[config.mk]
export PLATFORM = sky130hd
export DESIGN_NAME = sram_access_scheduler
export DESIGN_NICKNAME = d
export VERILOG_FILES = /design/src/rtl/sram_sched_pkg.sv /design/src/rtl/sram_wr_fifo.sv /design/src/rtl/sram_access_scheduler.sv
export SDC_FILE = /design/constraint.sdc
export NUM_CORES = 1
export LEC_CHECK = 0
export CORE_AREA = 2 2 149 151
export DETAILED_ROUTE_END_ITERATION = 10
export DIE_AREA = 0 0 151 153
export MAX_ROUTING_LAYER = met4
export PLACE_DENSITY_LB_ADDON = 0.05
export SYNTH_ARGS = -nofsm -noshare
export SYNTH_HDL_FRONTEND = slang
export SYNTH_SLANG_ARGS = --single-unit
[constraint.sdc]
create_clock -name mco -period 7.2 [get_ports mco]
set_clock_uncertainty 0.15 [all_clocks]
set_input_delay 1.44 -clock mco [delete_from_list [all_inputs] [get_ports mco]]
set_output_delay 1.44 -clock mco [all_outputs]
set_load 0.02 [all_outputs]
[src/rtl/sram_sched_pkg.sv]
// sram_sched_pkg: slot encoding and frame geometry shared by the SRAM scheduler files
package sram_sched_pkg;
    typedef enum logic [1:0] {
        SLOT_WR    = 2'd0,
        SLOT_WHOLD = 2'd1,
        SLOT_RD    = 2'd2,
        SLOT_RCAP  = 2'd3
    } slot_t;
    localparam int DISP_W   = 480;
    localparam int DISP_H   = 272;
    localparam int MAX_ADDR = DISP_W * DISP_H;
endpackage

[src/rtl/sram_wr_fifo.sv]
// sram_wr_fifo: synchronous {addr,data} write FIFO with flush
// Ports: clk/rst (sync, active high), flush empties the FIFO (wins over push),
// push/push_addr/push_data enqueue when not full, pop dequeues when not empty,
// head_addr/head_data show the oldest entry, empty and count report occupancy.
module sram_wr_fifo #(
    parameter int ADDR_W = 18,
    parameter int DATA_W = 24,
    parameter int DEPTH  = 4,
    localparam int PW    = $clog2(DEPTH),
    localparam int CW    = $clog2(DEPTH + 1)
) (
    input  logic              clk,
    input  logic              rst,
    input  logic              flush,
    input  logic              push,
    input  logic [ADDR_W-1:0] push_addr,
    input  logic [DATA_W-1:0] push_data,
    input  logic              pop,
    output logic [ADDR_W-1:0] head_addr,
    output logic [DATA_W-1:0] head_data,
    output logic              empty,
    output logic [CW-1:0]     count
);
    logic [ADDR_W+DATA_W-1:0] mem [DEPTH];
    logic [PW-1:0] wr_ptr, rd_ptr;
    logic full, do_push, do_pop;
    assign full    = count == CW'(DEPTH);
    assign empty   = count == '0;
    assign do_push = push && !full;
    assign do_pop  = pop && !empty;
    assign {head_addr, head_data} = mem[rd_ptr];
    always_ff @(posedge clk) begin
        if (rst || flush) begin
            wr_ptr <= '0;
            rd_ptr <= '0;
            count  <= '0;
        end else begin
            if (do_push) begin
                mem[wr_ptr] <= {push_addr, push_data};
                wr_ptr      <= wr_ptr + 1'b1;
            end
            if (do_pop) rd_ptr <= rd_ptr + 1'b1;
            count <= count + CW'(do_push) - CW'(do_pop);
        end
    end
endmodule

[src/rtl/sram_access_scheduler.sv]
// sram_access_scheduler: 4-slot time multiplexer of the pixel SRAM between writers and LCD scan-out
// Ports: mco/rst clock and sync reset; i_wr_* / o_wr_ready pixel write handshake into a FIFO;
// i_clr_req / o_clr_busy / o_clr_done full-frame clear; i_disp_on, i_rd_addr, o_rd_data,
// o_rd_valid scan-out read; o_slot current phase; o_sram_* / i_sram_rdata SRAM pins.
// All SRAM pins are registered, so the values driven during o_slot==k belong to slot k.
module sram_access_scheduler #(
    parameter int ADDR_W     = 18,
    parameter int DATA_W     = 24,
    parameter int MAX_ADDR   = sram_sched_pkg::MAX_ADDR,
    parameter int FIFO_DEPTH = 4
) (
    input  logic              mco,
    input  logic              rst,
    input  logic              i_wr_valid,
    input  logic [ADDR_W-1:0] i_wr_addr,
    input  logic [DATA_W-1:0] i_wr_data,
    output logic              o_wr_ready,
    input  logic              i_clr_req,
    output logic              o_clr_busy,
    output logic              o_clr_done,
    input  logic              i_disp_on,
    input  logic [ADDR_W-1:0] i_rd_addr,
    output logic [DATA_W-1:0] o_rd_data,
    output logic              o_rd_valid,
    output logic [1:0]        o_slot,
    output logic [ADDR_W-1:0] o_sram_addr,
    output logic [DATA_W-1:0] o_sram_wdata,
    output logic              o_sram_wdata_oe,
    input  logic [DATA_W-1:0] i_sram_rdata,
    output logic              o_sram_we_n,
    output logic              o_sram_oe_n
);
    import sram_sched_pkg::*;
    localparam int CW = $clog2(FIFO_DEPTH + 1);
    slot_t             slot, slot_n;
    logic              clr_busy, clr_busy_n, clr_done_n, clr_go;
    logic [ADDR_W-1:0] clr_cnt, clr_cnt_n, addr_n, head_addr;
    logic [DATA_W-1:0] wdata_n, head_data, rd_cap, rd_cap_n, rd_data_n;
    logic              we_n_n, oe_n_n, wdata_oe_n, rd_valid_n;
    logic              fifo_pop, fifo_empty;
    logic [CW-1:0]     fifo_count;
    assign o_wr_ready = fifo_count != CW'(FIFO_DEPTH);
    assign o_clr_busy = clr_busy;
    assign o_slot     = slot;
    sram_wr_fifo #(.ADDR_W(ADDR_W), .DATA_W(DATA_W), .DEPTH(FIFO_DEPTH)) u_fifo (
        .clk      (mco),
        .rst      (rst),
        .flush    (clr_go),
        .push     (i_wr_valid),
        .push_addr(i_wr_addr),
        .push_data(i_wr_data),
        .pop      (fifo_pop),
        .head_addr(head_addr),
        .head_data(head_data),
        .empty    (fifo_empty),
        .count    (fifo_count)
    );
    // Next-state logic prepares the pin values for the slot that follows the current one.
    always_comb begin
        slot_n     = slot_t'(slot + 2'd1);
        clr_go     = i_clr_req && !clr_busy;
        // The FIFO head is consumed on the edge that enters the write slot; a clear
        // starting on that same edge flushes it instead.
        fifo_pop   = slot == SLOT_RCAP && !clr_busy && !clr_go && !fifo_empty;
        clr_busy_n = clr_go ? 1'b1 : clr_busy;
        clr_cnt_n  = clr_go ? '0 : clr_cnt;
        clr_done_n = 1'b0;
        addr_n     = o_sram_addr;
        wdata_n    = o_sram_wdata;
        we_n_n     = 1'b1;
        oe_n_n     = o_sram_oe_n;
        wdata_oe_n = o_sram_wdata_oe;
        rd_cap_n   = rd_cap;
        rd_data_n  = o_rd_data;
        rd_valid_n = 1'b0;
        case (slot)
            SLOT_RCAP: begin
                oe_n_n     = 1'b1;
                rd_data_n  = rd_cap;
                rd_valid_n = 1'b1;
                wdata_oe_n = 1'b0;
                if (clr_busy) begin
                    addr_n     = clr_cnt;
                    wdata_n    = '0;
                    we_n_n     = 1'b0;
                    wdata_oe_n = 1'b1;
                    clr_cnt_n  = clr_cnt + 1'b1;
                end else if (fifo_pop && head_addr < ADDR_W'(MAX_ADDR)) begin
                    addr_n     = head_addr;
                    wdata_n    = head_data;
                    we_n_n     = 1'b0;
                    wdata_oe_n = 1'b1;
                end
            end
            SLOT_WR: begin
                // clr_cnt has already moved past the last word once its write slot is on the pins.
                if (clr_busy && clr_cnt == ADDR_W'(MAX_ADDR)) begin
                    clr_busy_n = 1'b0;
                    clr_done_n = 1'b1;
                end
            end
            SLOT_WHOLD: begin
                addr_n     = i_rd_addr;
                wdata_oe_n = 1'b0;
                oe_n_n     = !i_disp_on;
            end
            default: begin
                // Sample the bus while OE is still asserted; it is released for slot 3.
                rd_cap_n = i_disp_on ? i_sram_rdata : '0;
                oe_n_n   = 1'b1;
            end
        endcase
    end
    always_ff @(posedge mco) begin
        if (rst) begin
            slot            <= SLOT_WR;
            clr_busy        <= 1'b0;
            clr_cnt         <= '0;
            o_clr_done      <= 1'b0;
            o_sram_addr     <= '0;
            o_sram_wdata    <= '0;
            o_sram_we_n     <= 1'b1;
            o_sram_oe_n     <= 1'b1;
            o_sram_wdata_oe <= 1'b0;
            rd_cap          <= '0;
            o_rd_data       <= '0;
            o_rd_valid      <= 1'b0;
        end else begin
            slot            <= slot_n;
            clr_busy        <= clr_busy_n;
            clr_cnt         <= clr_cnt_n;
            o_clr_done      <= clr_done_n;
            o_sram_addr     <= addr_n;
            o_sram_wdata    <= wdata_n;
            o_sram_we_n     <= we_n_n;
            o_sram_oe_n     <= oe_n_n;
            o_sram_wdata_oe <= wdata_oe_n;
            rd_cap          <= rd_cap_n;
            o_rd_data       <= rd_data_n;
            o_rd_valid      <= rd_valid_n;
        end
    end
endmodule

==> metrics.yaml <==
outcome:
  status: "completed"
routing:
  post_drt_wl_per_cell_um: 19.9
  drc: 0
  drtAntennaViolNets: 0
  firstDrtPassIters: 5
  routed_wirelength_um: 25400
  via_per_inst: 5.61
  vias: 7162
  drt_iter0_drc: 443
sta:
  setup_viol_count_final: 0
  max_freq_mhz: 251
  finalHoldViolations: 0
  finalCriticalPeriod_ns: 3.99
  post-route-period-util_pct: 55.4
  maxSlewViolCount: 0
  tightest_slew_ns: 1.24
  fin_hold_ws_ns: 0.320
  setup_tns_ns: 0
  rsz0062_at_grt: "false"
  relSlewSlack_pct: 17.2
synth:
  syn_inst: 828
  yosysWarnings: 0
  yosysMostFrequentCell: "edfxtp_1"
  synthFlopType: "edfxtp_1"
  syn_area_sq_mm: 0.0116
  synth_seq_area_share_pct: 65.2
  avgSynthCellArea_sq_um: 14.0
  ys_ff_latch: 293
  synth_fa_ha_area_share_pct: 1.47
  synth_edf_count: 168
  synth-simple-area-share_pct: 11.2
  synth_top_family_by_area: "multiplexers"
  synthXorXnorAreaFrac_pct: 0.378
  syn-num-nets: 930
  yosys.area.top_type_share_pct: 43.6
  synth_area_leader_cell: "edfxtp_1"
  async_flop_share_pct: 0
  synth.area.mux_share_pct: 14.4
  netlist_top_cells_count: "edfxtp_1 (168), dfxtp_1 (125), nor2_1 (70), nand2_1 (62), a21oi_1 (57)"
  ys_top_cells_by_area: "edfxtp_1 (44%), dfxtp_1 (22%), mux4_2 (8.2%), mux2i_1 (3.8%), a21oi_1 (2.5%)"
  synth_cell_types: 43
  synth_compound_area_share_pct: 4.66
die:
  start_util_pct: 53.9
  die_w_um: 151
  dieArea_sq_mm: 0.0231
  ioPinCount: 164
  die_h_um: 153
  rows: 54
  design.core.area_sq_mm: 0.0215
clock_network:
  cts.sinks: 293
  path_clk_slew_ns: 0.06
  cts_setup_buffers: 0
  clk_latency_ns: 0.54
  cts_resized: 0
  cts_buffer_depth: 3
  htreeDepth: 1
  tritoncts: "done"
  numCtsBuffers: 29
  hold_buffers: 0
  root_buffer: "clkbuf_16"
power:
  power_w: 0.00359
  swShare_pct: 21.0
  power_density_mw_per_mm2: 250
  p_seq_share_pct: 50.7
  p_sw_w: 0.000756
  p_leak_nw: 4.82
  combPwrFrac_pct: 6.6
  clkPwrFrac_pct: 42.7
  intPower_w: 0.00283
  irDropWorstVdd_mv: 0.213
worst_hold_path:
  hold_depth: 2
  worstHoldPathType: "flip-flop to flip-flop"
critical_path:
  arrival_ns: 3.98
  path_cells: "clkdlybuf4s50_1 > nand2b_1 > nor2b_1 > and3_2"
  timing.critical_path.fanout_max: 42
  start_kind: "input pin"
  slowest_delay_ns: 1.02
  cp.required_ns: 7.19
  worst-setup-path-type: "input pin to flip-flop"
  r2r_cells: 7
  worst_setup_path_end_kind: "flip-flop"
  cp_slowest_cell: "and3_2"
place:
  gp_congestion: 0.801
  dp_hpwl_um: 15900
  dp_cells: 1223
  port_buffers: 163
job:
  maxCapViolations: 0
layout:
  drive_gt1_share_pct: 14.0
  stdcell_count: 1277
  antenna_cells: 0
  syn2layout_area_growth_pct: 23.9
  finish.utilization_pct: 66.7
  nNetsFinal: 1076
global_route:
  grt_first_pass_wirelength_um: 39700
  antenna_found_initial: 0
  overflow: 0
  grt_pass1_vias: 7387
  grt_max_degree: 92
  grtUsageTotal_pct: 22.7
## area by class of cell
| type | instances | area (sq um) |
|---|---|---|
| multi-input combinational | 470 | 3730 |
| fill | 1522 | 7140 |
| clock inverter | 18 | 169 |
| tap | 280 | 350 |
| inverter | 11 | 41.3 |
| timing repair buffer | 169 | 1670 |
| clock buffer | 36 | 823 |
| sequential | 293 | 7550 |
## critical path: cells and delay by family
kind,cells,cell delay [ns]
buffers and inverters,1,0.49
AND/OR/NAND/NOR,3,2.01
## cells in the final DEF, fill, tap and decap left out, drive strengths merged, types with 5 or more instances in the layout
cell type / instances
nand3: 40
clkdlybuf4s50: 162
edfxtp: 168
ha: 12
nor2b: 27
and2: 5
buf: 7
nand4b: 18
and3: 9
clkinv: 14
mux2: 25
nand2: 62
mux4: 42
clkbuf: 36
inv: 11
nor2: 70
dfxtp: 125
a211o: 18
o211ai: 5
mux2i: 44
a21oi: 57
## sequential cells by signal (all words and copies together), names as in the netlist, 2 cells and up, named ones only
signal,flops
clr_cnt,18
o_sram_addr,18
o_sram_wdata,24
u_fifo.count,3
u_fifo.mem,168
o_slot,2
o_rd_data,24
rd_cap,24
u_fifo.wr_ptr,2
u_fifo.rd_ptr,2
## per-layer routing
metal | vias up | share of wire (%) | track usage (%)
met3 | 47 | 5.1 | 3.19
met5 | - | 0 | -
met1 | 3547 | 42 | 29.1
met4 | 0 | 2.3 | 6.14
li1 | 3357 | - | -
met2 | 211 | 51 | 38.0
## metrics by stage
stage	setup slack [ns]	instance area, sq um
global route	3.03	14300
CTS	3.21	14300
finish	3.21	14300
floorplan	3.56	11600
detailed placement	2.67	13300
global placement	2.72	13300
## cells by family after synthesis
| group | after synthesis |
|---|---|
| simple gates | 256 |
| flops | 293 |
| fa+ha+maj | 13 |
| buf+inv | 65 |
| mux | 111 |
| compound gates | 85 |
| xor+xnor | 5 |
## final timing paths
| check | from | to | slack, ns |
|---|---|---|---|
| max reg2reg | o_slot[0]$_SDFF_PP0_ | o_sram_addr[15]$_SDFFE_PP0P_ | 3.80 |
| max | i_clr_req | u_fifo.mem[0][26]$_DFFE_PP_ | 3.21 |
| min | o_sram_wdata[22]$_SDFFE_PP0P_ | o_sram_wdata[22]$_SDFFE_PP0P_ | 0.32 |
| min reg2reg | o_sram_wdata[22]$_SDFFE_PP0P_ | o_sram_wdata[22]$_SDFFE_PP0P_ | 0.32 |
## power groups by stage
| stage | combinational (W) | sequential (W) | clock, W |
|---|---|---|---|
| final | 0.000236 | 0.00182 | 0.00153 |
| after global routing | 0.000254 | 0.00182 | 0.00163 |
| after CTS | 0.000238 | 0.00182 | 0.00156 |
| after detailed placement | 0.000237 | 0.00186 | 0 |
| after global placement | 0.000230 | 0.00185 | 0 |
| after floorplan | 0.000110 | 0.00187 | 0 |
No activity file was read; power rests on OpenSTA's default activity.
